File: config.mk
export PLATFORM = sky130hd
export DESIGN_NAME = regfile_mp_sb
export DESIGN_NICKNAME = d
export VERILOG_FILES = /design/src/rtl/regfile_mp_sb_pkg.sv /design/src/rtl/regfile_bypass_mux.sv /design/src/rtl/regfile_mp_sb.sv
export SDC_FILE = /design/constraint.sdc
export NUM_CORES = 2
export LEC_CHECK = 0
export CAP_MARGIN = 20
export CORE_ASPECT_RATIO = 2
export CORE_MARGIN = 3
export CORE_UTILIZATION = 30
export CTS_CLUSTER_DIAMETER = 200
export DETAILED_ROUTE_END_ITERATION = 8
export GPL_ROUTABILITY_DRIVEN = 0
export PLACE_DENSITY_LB_ADDON = 0.08
export RECOVER_POWER = 100
export SLEW_MARGIN = 20
export SYNTH_ARGS = -nofsm -noshare
export SYNTH_HDL_FRONTEND = slang
export SYNTH_HIERARCHICAL = 1
export SYNTH_SLANG_ARGS = --single-unit
File: constraint.sdc
create_clock -name clk -period 3.93 [get_ports clk]
set_input_delay 0.5895 -clock clk [delete_from_list [all_inputs] [get_ports clk]]
set_output_delay 0.5895 -clock clk [all_outputs]
set_load 0.01 [all_outputs]
File: src/rtl/regfile_mp_sb_pkg.sv
// ----------------------------------------------------------------------------
// regfile_mp_sb_pkg
// Shared constants and types for the multi-port register file with scoreboard.
//   XLEN           : default data width of one architectural register
//   NUM_REGS       : default number of architectural registers (power of two)
//   REG_ADDR_WIDTH : register address width derived from NUM_REGS
//   RESET_REG      : default reset value for registers 1..NUM_REGS-1
//   reg_addr_t     : register address type
//   xlen_t         : register data type
// ----------------------------------------------------------------------------
package regfile_mp_sb_pkg;

   localparam int unsigned XLEN           = 32;
   localparam int unsigned NUM_REGS       = 32;
   localparam int unsigned REG_ADDR_WIDTH = $clog2(NUM_REGS);
   localparam logic [XLEN-1:0] RESET_REG  = '0;

   typedef logic [REG_ADDR_WIDTH-1:0] reg_addr_t;
   typedef logic [XLEN-1:0]           xlen_t;

endpackage

File: src/rtl/regfile_bypass_mux.sv
// ----------------------------------------------------------------------------
// regfile_bypass_mux
// Read-data select for a single read port. A write that is active in the
// current cycle and targets the read address is forwarded ahead of the stored
// array value. The highest-numbered matching write port wins. x0 always reads
// as zero and never reports a write hit.
// Ports:
//   i_rd_addr  : read address of this port
//   i_arr_data : stored array value at i_rd_addr
//   i_wr_en    : per write port valid
//   i_wr_addr  : per write port destination, packed N_WR x ADDR_W
//   i_wr_data  : per write port data, packed N_WR x DATA_W
//   o_rd_data  : bypassed read data
//   o_wr_hit   : some active write targets i_rd_addr (never set for x0)
// ----------------------------------------------------------------------------
module regfile_bypass_mux
   import regfile_mp_sb_pkg::*;
#(
   parameter int unsigned DATA_W = XLEN,
   parameter int unsigned ADDR_W = REG_ADDR_WIDTH,
   parameter int unsigned N_WR   = 1
) (
   input  logic [ADDR_W-1:0]      i_rd_addr,
   input  logic [DATA_W-1:0]      i_arr_data,
   input  logic [N_WR-1:0]        i_wr_en,
   input  logic [N_WR*ADDR_W-1:0] i_wr_addr,
   input  logic [N_WR*DATA_W-1:0] i_wr_data,
   output logic [DATA_W-1:0]      o_rd_data,
   output logic                   o_wr_hit
);

   always_comb begin
      o_rd_data = i_arr_data;
      o_wr_hit  = 1'b0;
      // Ascending scan: a later (higher-numbered) match overrides earlier ones.
      for (int k = 0; k < int'(N_WR); k++) begin
         if (i_wr_en[k] && (i_wr_addr[k*ADDR_W +: ADDR_W] == i_rd_addr)) begin
            o_rd_data = i_wr_data[k*DATA_W +: DATA_W];
            o_wr_hit  = 1'b1;
         end
      end
      if (i_rd_addr == '0) begin
         o_rd_data = '0;
         o_wr_hit  = 1'b0;
      end
   end

endmodule

File: src/rtl/regfile_mp_sb.sv
// ----------------------------------------------------------------------------
// regfile_mp_sb
// Multi-read, multi-write integer register file with write-to-read bypass and a
// one-bit-per-register pending-write scoreboard. x0 is hard-wired to zero and
// is never pending.
// Ports:
//   clk          : clock, all state updates on the rising edge
//   reset        : synchronous, active-high
//   i_rd_addr    : NUM_RD x AW read addresses
//   o_rd_data    : NUM_RD x XLEN combinational, bypassed read data
//   o_rd_pending : NUM_RD addressed register still awaits a writeback
//   i_wr_en      : NUM_WR writeback valid
//   i_wr_addr    : NUM_WR x AW writeback destinations
//   i_wr_data    : NUM_WR x XLEN writeback data
//   i_alloc_en   : NUM_ALLOC issue allocates a destination
//   i_alloc_addr : NUM_ALLOC x AW allocated destinations
//   o_pending_vec: NUM_REGS registered scoreboard state, bit 0 always 0
// ----------------------------------------------------------------------------
module regfile_mp_sb #(
   parameter int unsigned XLEN      = regfile_mp_sb_pkg::XLEN,
   parameter int unsigned NUM_REGS  = regfile_mp_sb_pkg::NUM_REGS,
   parameter int unsigned NUM_RD    = 2,
   parameter int unsigned NUM_WR    = 1,
   parameter int unsigned NUM_ALLOC = 1,
   parameter logic [XLEN-1:0] RESET_VAL = regfile_mp_sb_pkg::RESET_REG,
   localparam int unsigned AW       = $clog2(NUM_REGS)
) (
   input  logic                        clk,
   input  logic                        reset,
   input  logic [NUM_RD*AW-1:0]        i_rd_addr,
   output logic [NUM_RD*XLEN-1:0]      o_rd_data,
   output logic [NUM_RD-1:0]           o_rd_pending,
   input  logic [NUM_WR-1:0]           i_wr_en,
   input  logic [NUM_WR*AW-1:0]        i_wr_addr,
   input  logic [NUM_WR*XLEN-1:0]      i_wr_data,
   input  logic [NUM_ALLOC-1:0]        i_alloc_en,
   input  logic [NUM_ALLOC*AW-1:0]     i_alloc_addr,
   output logic [NUM_REGS-1:0]         o_pending_vec
);

   // -------------------------------------------------------------------------
   // State
   // -------------------------------------------------------------------------
   logic [XLEN-1:0]     r_regs [NUM_REGS];
   logic [NUM_REGS-1:0] r_pending;

   logic [NUM_REGS-1:0] w_set;
   logic [NUM_REGS-1:0] w_clr;
   logic [NUM_REGS-1:0] w_pending_d;

   logic [AW-1:0]       w_rd_addr  [NUM_RD];
   logic [XLEN-1:0]     w_arr_data [NUM_RD];
   logic [XLEN-1:0]     w_mux_data [NUM_RD];
   logic [NUM_RD-1:0]   w_wr_hit;

   // -------------------------------------------------------------------------
   // Register array. The reset branch has priority, so writes presented while
   // reset is high are ignored. Entry 0 is only ever loaded with zero.
   // -------------------------------------------------------------------------
   always_ff @(posedge clk) begin
      if (reset) begin
         for (int r = 0; r < int'(NUM_REGS); r++) begin
            r_regs[r] <= (r == 0) ? '0 : RESET_VAL;
         end
      end else begin
         // Later port assignments take effect last, so the highest port wins.
         for (int k = 0; k < int'(NUM_WR); k++) begin
            if (i_wr_en[k] && (i_wr_addr[k*AW +: AW] != '0)) begin
               r_regs[i_wr_addr[k*AW +: AW]] <= i_wr_data[k*XLEN +: XLEN];
            end
         end
      end
   end

   // -------------------------------------------------------------------------
   // Scoreboard next state. Set is applied after clear so a same-cycle
   // allocation survives a writeback: the newer producer is outstanding.
   // -------------------------------------------------------------------------
   always_comb begin
      w_set = '0;
      w_clr = '0;
      for (int j = 0; j < int'(NUM_ALLOC); j++) begin
         if (i_alloc_en[j]) begin
            w_set[i_alloc_addr[j*AW +: AW]] = 1'b1;
         end
      end
      for (int k = 0; k < int'(NUM_WR); k++) begin
         if (i_wr_en[k]) begin
            w_clr[i_wr_addr[k*AW +: AW]] = 1'b1;
         end
      end
      w_pending_d    = (r_pending & ~w_clr) | w_set;
      w_pending_d[0] = 1'b0;
   end

   always_ff @(posedge clk) begin
      if (reset) begin
         r_pending <= '0;
      end else begin
         r_pending <= w_pending_d;
      end
   end

   assign o_pending_vec = r_pending;

   // -------------------------------------------------------------------------
   // Read ports
   // -------------------------------------------------------------------------
   for (genvar i = 0; i < int'(NUM_RD); i++) begin : g_rd
      assign w_rd_addr[i]  = i_rd_addr[i*AW +: AW];
      assign w_arr_data[i] = r_regs[w_rd_addr[i]];

      regfile_bypass_mux #(
         .DATA_W (XLEN),
         .ADDR_W (AW),
         .N_WR   (NUM_WR)
      ) u_bypass (
         .i_rd_addr  (w_rd_addr[i]),
         .i_arr_data (w_arr_data[i]),
         .i_wr_en    (i_wr_en),
         .i_wr_addr  (i_wr_addr),
         .i_wr_data  (i_wr_data),
         .o_rd_data  (w_mux_data[i]),
         .o_wr_hit   (w_wr_hit[i])
      );

      // Outputs are forced quiet while reset is held.
      assign o_rd_data[i*XLEN +: XLEN] = reset ? '0 : w_mux_data[i];

      // A same-cycle writeback resolves the hazard because its data is
      // already forwarded; the mux never reports a hit for x0.
      assign o_rd_pending[i] = ~reset & r_pending[w_rd_addr[i]] & ~w_wr_hit[i]
                               & (w_rd_addr[i] != '0);
   end

endmodule

==> results.sh <==
export IMPL_outcome="finished, violations left"
export IMPL_violations="negative setup slack"
export IMPL_tightest_slew_ps=1140
export IMPL_grt_overflow_total=0
export IMPL_cts_tree="built"
export IMPL_final_core_util_pct=36.6
export IMPL_clockBufferDepth=3
export IMPL_postLayoutCellArea_mm2=0.0713
export IMPL_ys_seq_area_share_pct=53.2
export IMPL_place_area_mm2=0.0674
export IMPL_worstPathRequired_ps=3340
export IMPL_path_max_fanout=11
export IMPL_cp_slowest_stage_delay_ps=520
export IMPL_hold_class="input port to flip-flop"
export IMPL_setup_violations=1
export IMPL_clock_sinks=1055
export IMPL_dp_hpwl_um=188000
export IMPL_fin_crit_sh_pct=100
export IMPL_die_w_um=320
export IMPL_finalHoldViolations=0
export IMPL_rows=229
export IMPL_crit_chain="clkdlybuf4s50_1 > buf_4 > xor2_1 > nor2_4 > and2_4 > buf_12 > buf_12 > o21ai_2 > nor2b_1 > clkdlybuf4s50_1"
export IMPL_leakage_nw=25.4
export IMPL_synth_warnings=6
export IMPL_synthCells=4312
export IMPL_maxSlewViolCount=0
export IMPL_die_h_um=633
export IMPL_rsz0062_at_grt="yes"
export IMPL_max_clock_freq_mhz=254
export IMPL_syn_area_mm2=0.0590
export IMPL_relSlewSlack_pct=23.5
export IMPL_synth_main_ff_cell="edfxtp_1"
export IMPL_drtPass1Iterations=6
export IMPL_cts_root_buf="clkbuf_16"
export IMPL_async_flop_share_pct=0
export IMPL_final_cell_count_no_fill=7327
export IMPL_grt_pass1_vias=42700
export IMPL_core_area_mm2=0.195
export IMPL_viasPerCell=5.63
export IMPL_initial_core_util_pct=30.2
export IMPL_critPathLaunchType="input port"
export IMPL_drt_iter0_drc=3944
export IMPL_grt_start_max_net_pins=93
export IMPL_port_buffers=152
export IMPL_fin_crit_ps=3930
export IMPL_p_per_area_mw_per_mm2=398
export IMPL_dieArea_mm2=0.202
export IMPL_nets=4732
export IMPL_final_setup_worst_slack_ps=-2.87
export IMPL_drt_wirelength_per_cell_um=38.4
export IMPL_ys_ff_latch=1055
export IMPL_fin_skew_ps=0
export IMPL_arrival_ps=3340
export IMPL_vias=41200
export IMPL_htreeDepth=3
export IMPL_critPathCaptureType="output port"
export IMPL_clk_pin_slew_ps=60
export IMPL_crit_type="input port to output port"
export IMPL_synthDistinctLibCells=61
export IMPL_io_pins=154
export IMPL_drt_wl_total_um=282000
export IMPL_antenna_found_initial=25
export IMPL_drc=0
export IMPL_maxCapViolations=0
export IMPL_ant_nets=0
export IMPL_dp_cells=7098
export IMPL_grt_pass1_wl_um=376000
export IMPL_drive_gt1_share_pct=28.7
export IMPL_synth_edf_count=1024
export IMPL_clock_latency_ps=740
export IMPL_cts_buffers=104
export IMPL_critPathSlowestCell="clkdlybuf4s50_1"
export IMPL_tns_ps=-2.87
export IMPL_ir_drop_v=0.000341
export IMPL_syn_avg_cell_area_um2=13.7
export IMPL_grt_use_total_pct=27.3
export IMPL_area_delta_synth_final_pct=21.0
export IMPL_cts_hold_buf=0
## cells by family (layout without fill, tap and decap cells)
kind of cell	after synthesis	in the layout	synth area share (%)
buffers and inverters	468	883	4.01
other	1	60	0.00636
muxes	768	768	21.1
xor gates and xnor gates	10	10	0.149
AOI/OAI and AO/OA	542	542	6.87
DFF	1055	1055	53.2
and+or+nand+nor	1468	1468	14.7
## metal layers
metal	wire (µm)	part of all wire (%)	global-route usage [%]	up-vias
met5	27	0.0096	0	-
met4	12900	4.6	11.2	4
met2	148000	53	50.4	1709
li1	-	-	-	17100
met3	14200	5.0	2.81	488
met1	106000	38	32.1	21900
## area by class of cell
type                       instances  area [µm²]
tap                             2541        3180
fill                           18600      124000
clock inverter                    58         538
multi-input combinational       2821       26000
antenna                           27        67.6
sequential                      1055       31400
clock buffer                     131        2860
inverter                           3        11.3
timing repair buffer             691        7320
## state kept, by name, indices dropped and copies added (netlist names)
name / flops
o_pending_vec: 31
r_regs: 1024
## worst max-delay path, delay by kind of cell
family                    cells  cell delay [ps]
buffers and inverters         5             1610
and+or+nand+nor               3              870
xor gates and xnor gates      1              120
AOI/OAI and AO/OA             1               50
## per-stage QoR
| stage | setup slack, ps | total power [mW] | hold WS [ps] |
|---|---|---|---|
| 2_1_floorplan | 647 | 15.7 | 517 |
| 3_3_place_gp | -252 | 18.0 | 520 |
| 3_5_place_dp | -225 | 18.1 | 514 |
| 4_1_cts | 2.76 | 28.5 | 206 |
| 5_1_grt | -26.5 | 29.1 | 226 |
| 6_report | -2.87 | 28.4 | 263 |
## synth_stat cells (8+ instances only)
master | count | share of area [%]
nand4_1 | 64 | 0.68
a22oi_1 | 43 | 0.55
o21a_1 | 12 | 0.15
mux2_2 | 69 | 1.3
nor2_1 | 45 | 0.29
o21ai_1 | 12 | 0.10
a211oi_1 | 37 | 0.47
o221ai_1 | 64 | 0.95
buf_2 | 74 | 0.63
mux2i_1 | 328 | 5.6
o21ai_0 | 36 | 0.31
edfxtp_1 | 1024 | 52
a221oi_1 | 55 | 0.82
a21oi_1 | 150 | 1.3
mux4_2 | 371 | 14
dfxtp_1 | 31 | 1.1
nand2_1 | 173 | 1.1
clkbuf_1 | 306 | 1.9
and2_1 | 997 | 11
nand2b_1 | 8 | 0.085
a221oi_2 | 40 | 1.0
nor2b_1 | 107 | 1.1
or2_2 | 29 | 0.31
buf_6 | 31 | 0.59
o22ai_1 | 29 | 0.31
o21ai_2 | 48 | 0.71
buf_4 | 34 | 0.43
## where the power goes
group	switching, mW	internal [mW]	leakage (nW)
Sequential	0.338	12.9	10.0
Clock	4.77	5.69	1.65
Combinational	2.68	1.94	13.7
## repair_timing
item,CTS,global route
pin swaps,3,11
cloned,0,2
buffers inserted,2,9
setup endpoints to repair,40,38
resized for setup,26,54
## cell usage in the layout, fill, tap and decap left out, types with 7 or more instances in the layout
cell type | synthesis | final
o22ai_1 | 29 | 27
nor2b_1 | 107 | 100
a21oi_1 | 150 | 141
and2_1 | 997 | 995
o21a_1 | 12 | 11
buf_12 | 6 | 120
clkinv_1 | 2 | 19
clkbuf_1 | 306 | 19
diode_2 | 0 | 27
nor2_1 | 45 | 11
edfxtp_1 | 1024 | 1024
buf_6 | 31 | 14
bufinv_16 | 0 | 8
o21ai_0 | 36 | 36
mux2_2 | 69 | 69
o21ai_2 | 48 | 51
a221oi_2 | 40 | 57
a221oi_1 | 55 | 37
clkbuf_16 | 0 | 113
conb_1 | 1 | 33
buf_16 | 0 | 7
nand2b_1 | 8 | 7
a21oi_2 | 0 | 9
dfxtp_1 | 31 | 31
o221ai_1 | 64 | 63
nor2_4 | 0 | 34
nand4_1 | 64 | 64
mux2i_1 | 328 | 327
or2_2 | 29 | 29
nand2_1 | 173 | 167
nand3b_1 | 7 | 7
clkdlybuf4s50_1 | 0 | 134
o21ai_1 | 12 | 7
a22oi_1 | 43 | 42
clkinv_2 | 0 | 19
a211oi_1 | 37 | 34
mux4_2 | 371 | 371
buf_4 | 34 | 401
## final timing paths
check	startpoint	cells past startpoint	slack [ps]	endpoint
max	i_wr_addr[1]	10	-3	o_rd_data[24]
min	reset	1	260	r_regs[0][4]$_SDFFCE_PN0P_
max reg2reg	o_pending_vec[22]$_SDFF_PP0_	2	2930	o_pending_vec[22]$_SDFF_PP0_
min reg2reg	o_pending_vec[19]$_SDFF_PP0_	2	530	o_pending_vec[19]$_SDFF_PP0_
Power figures use the tool's default switching activity.
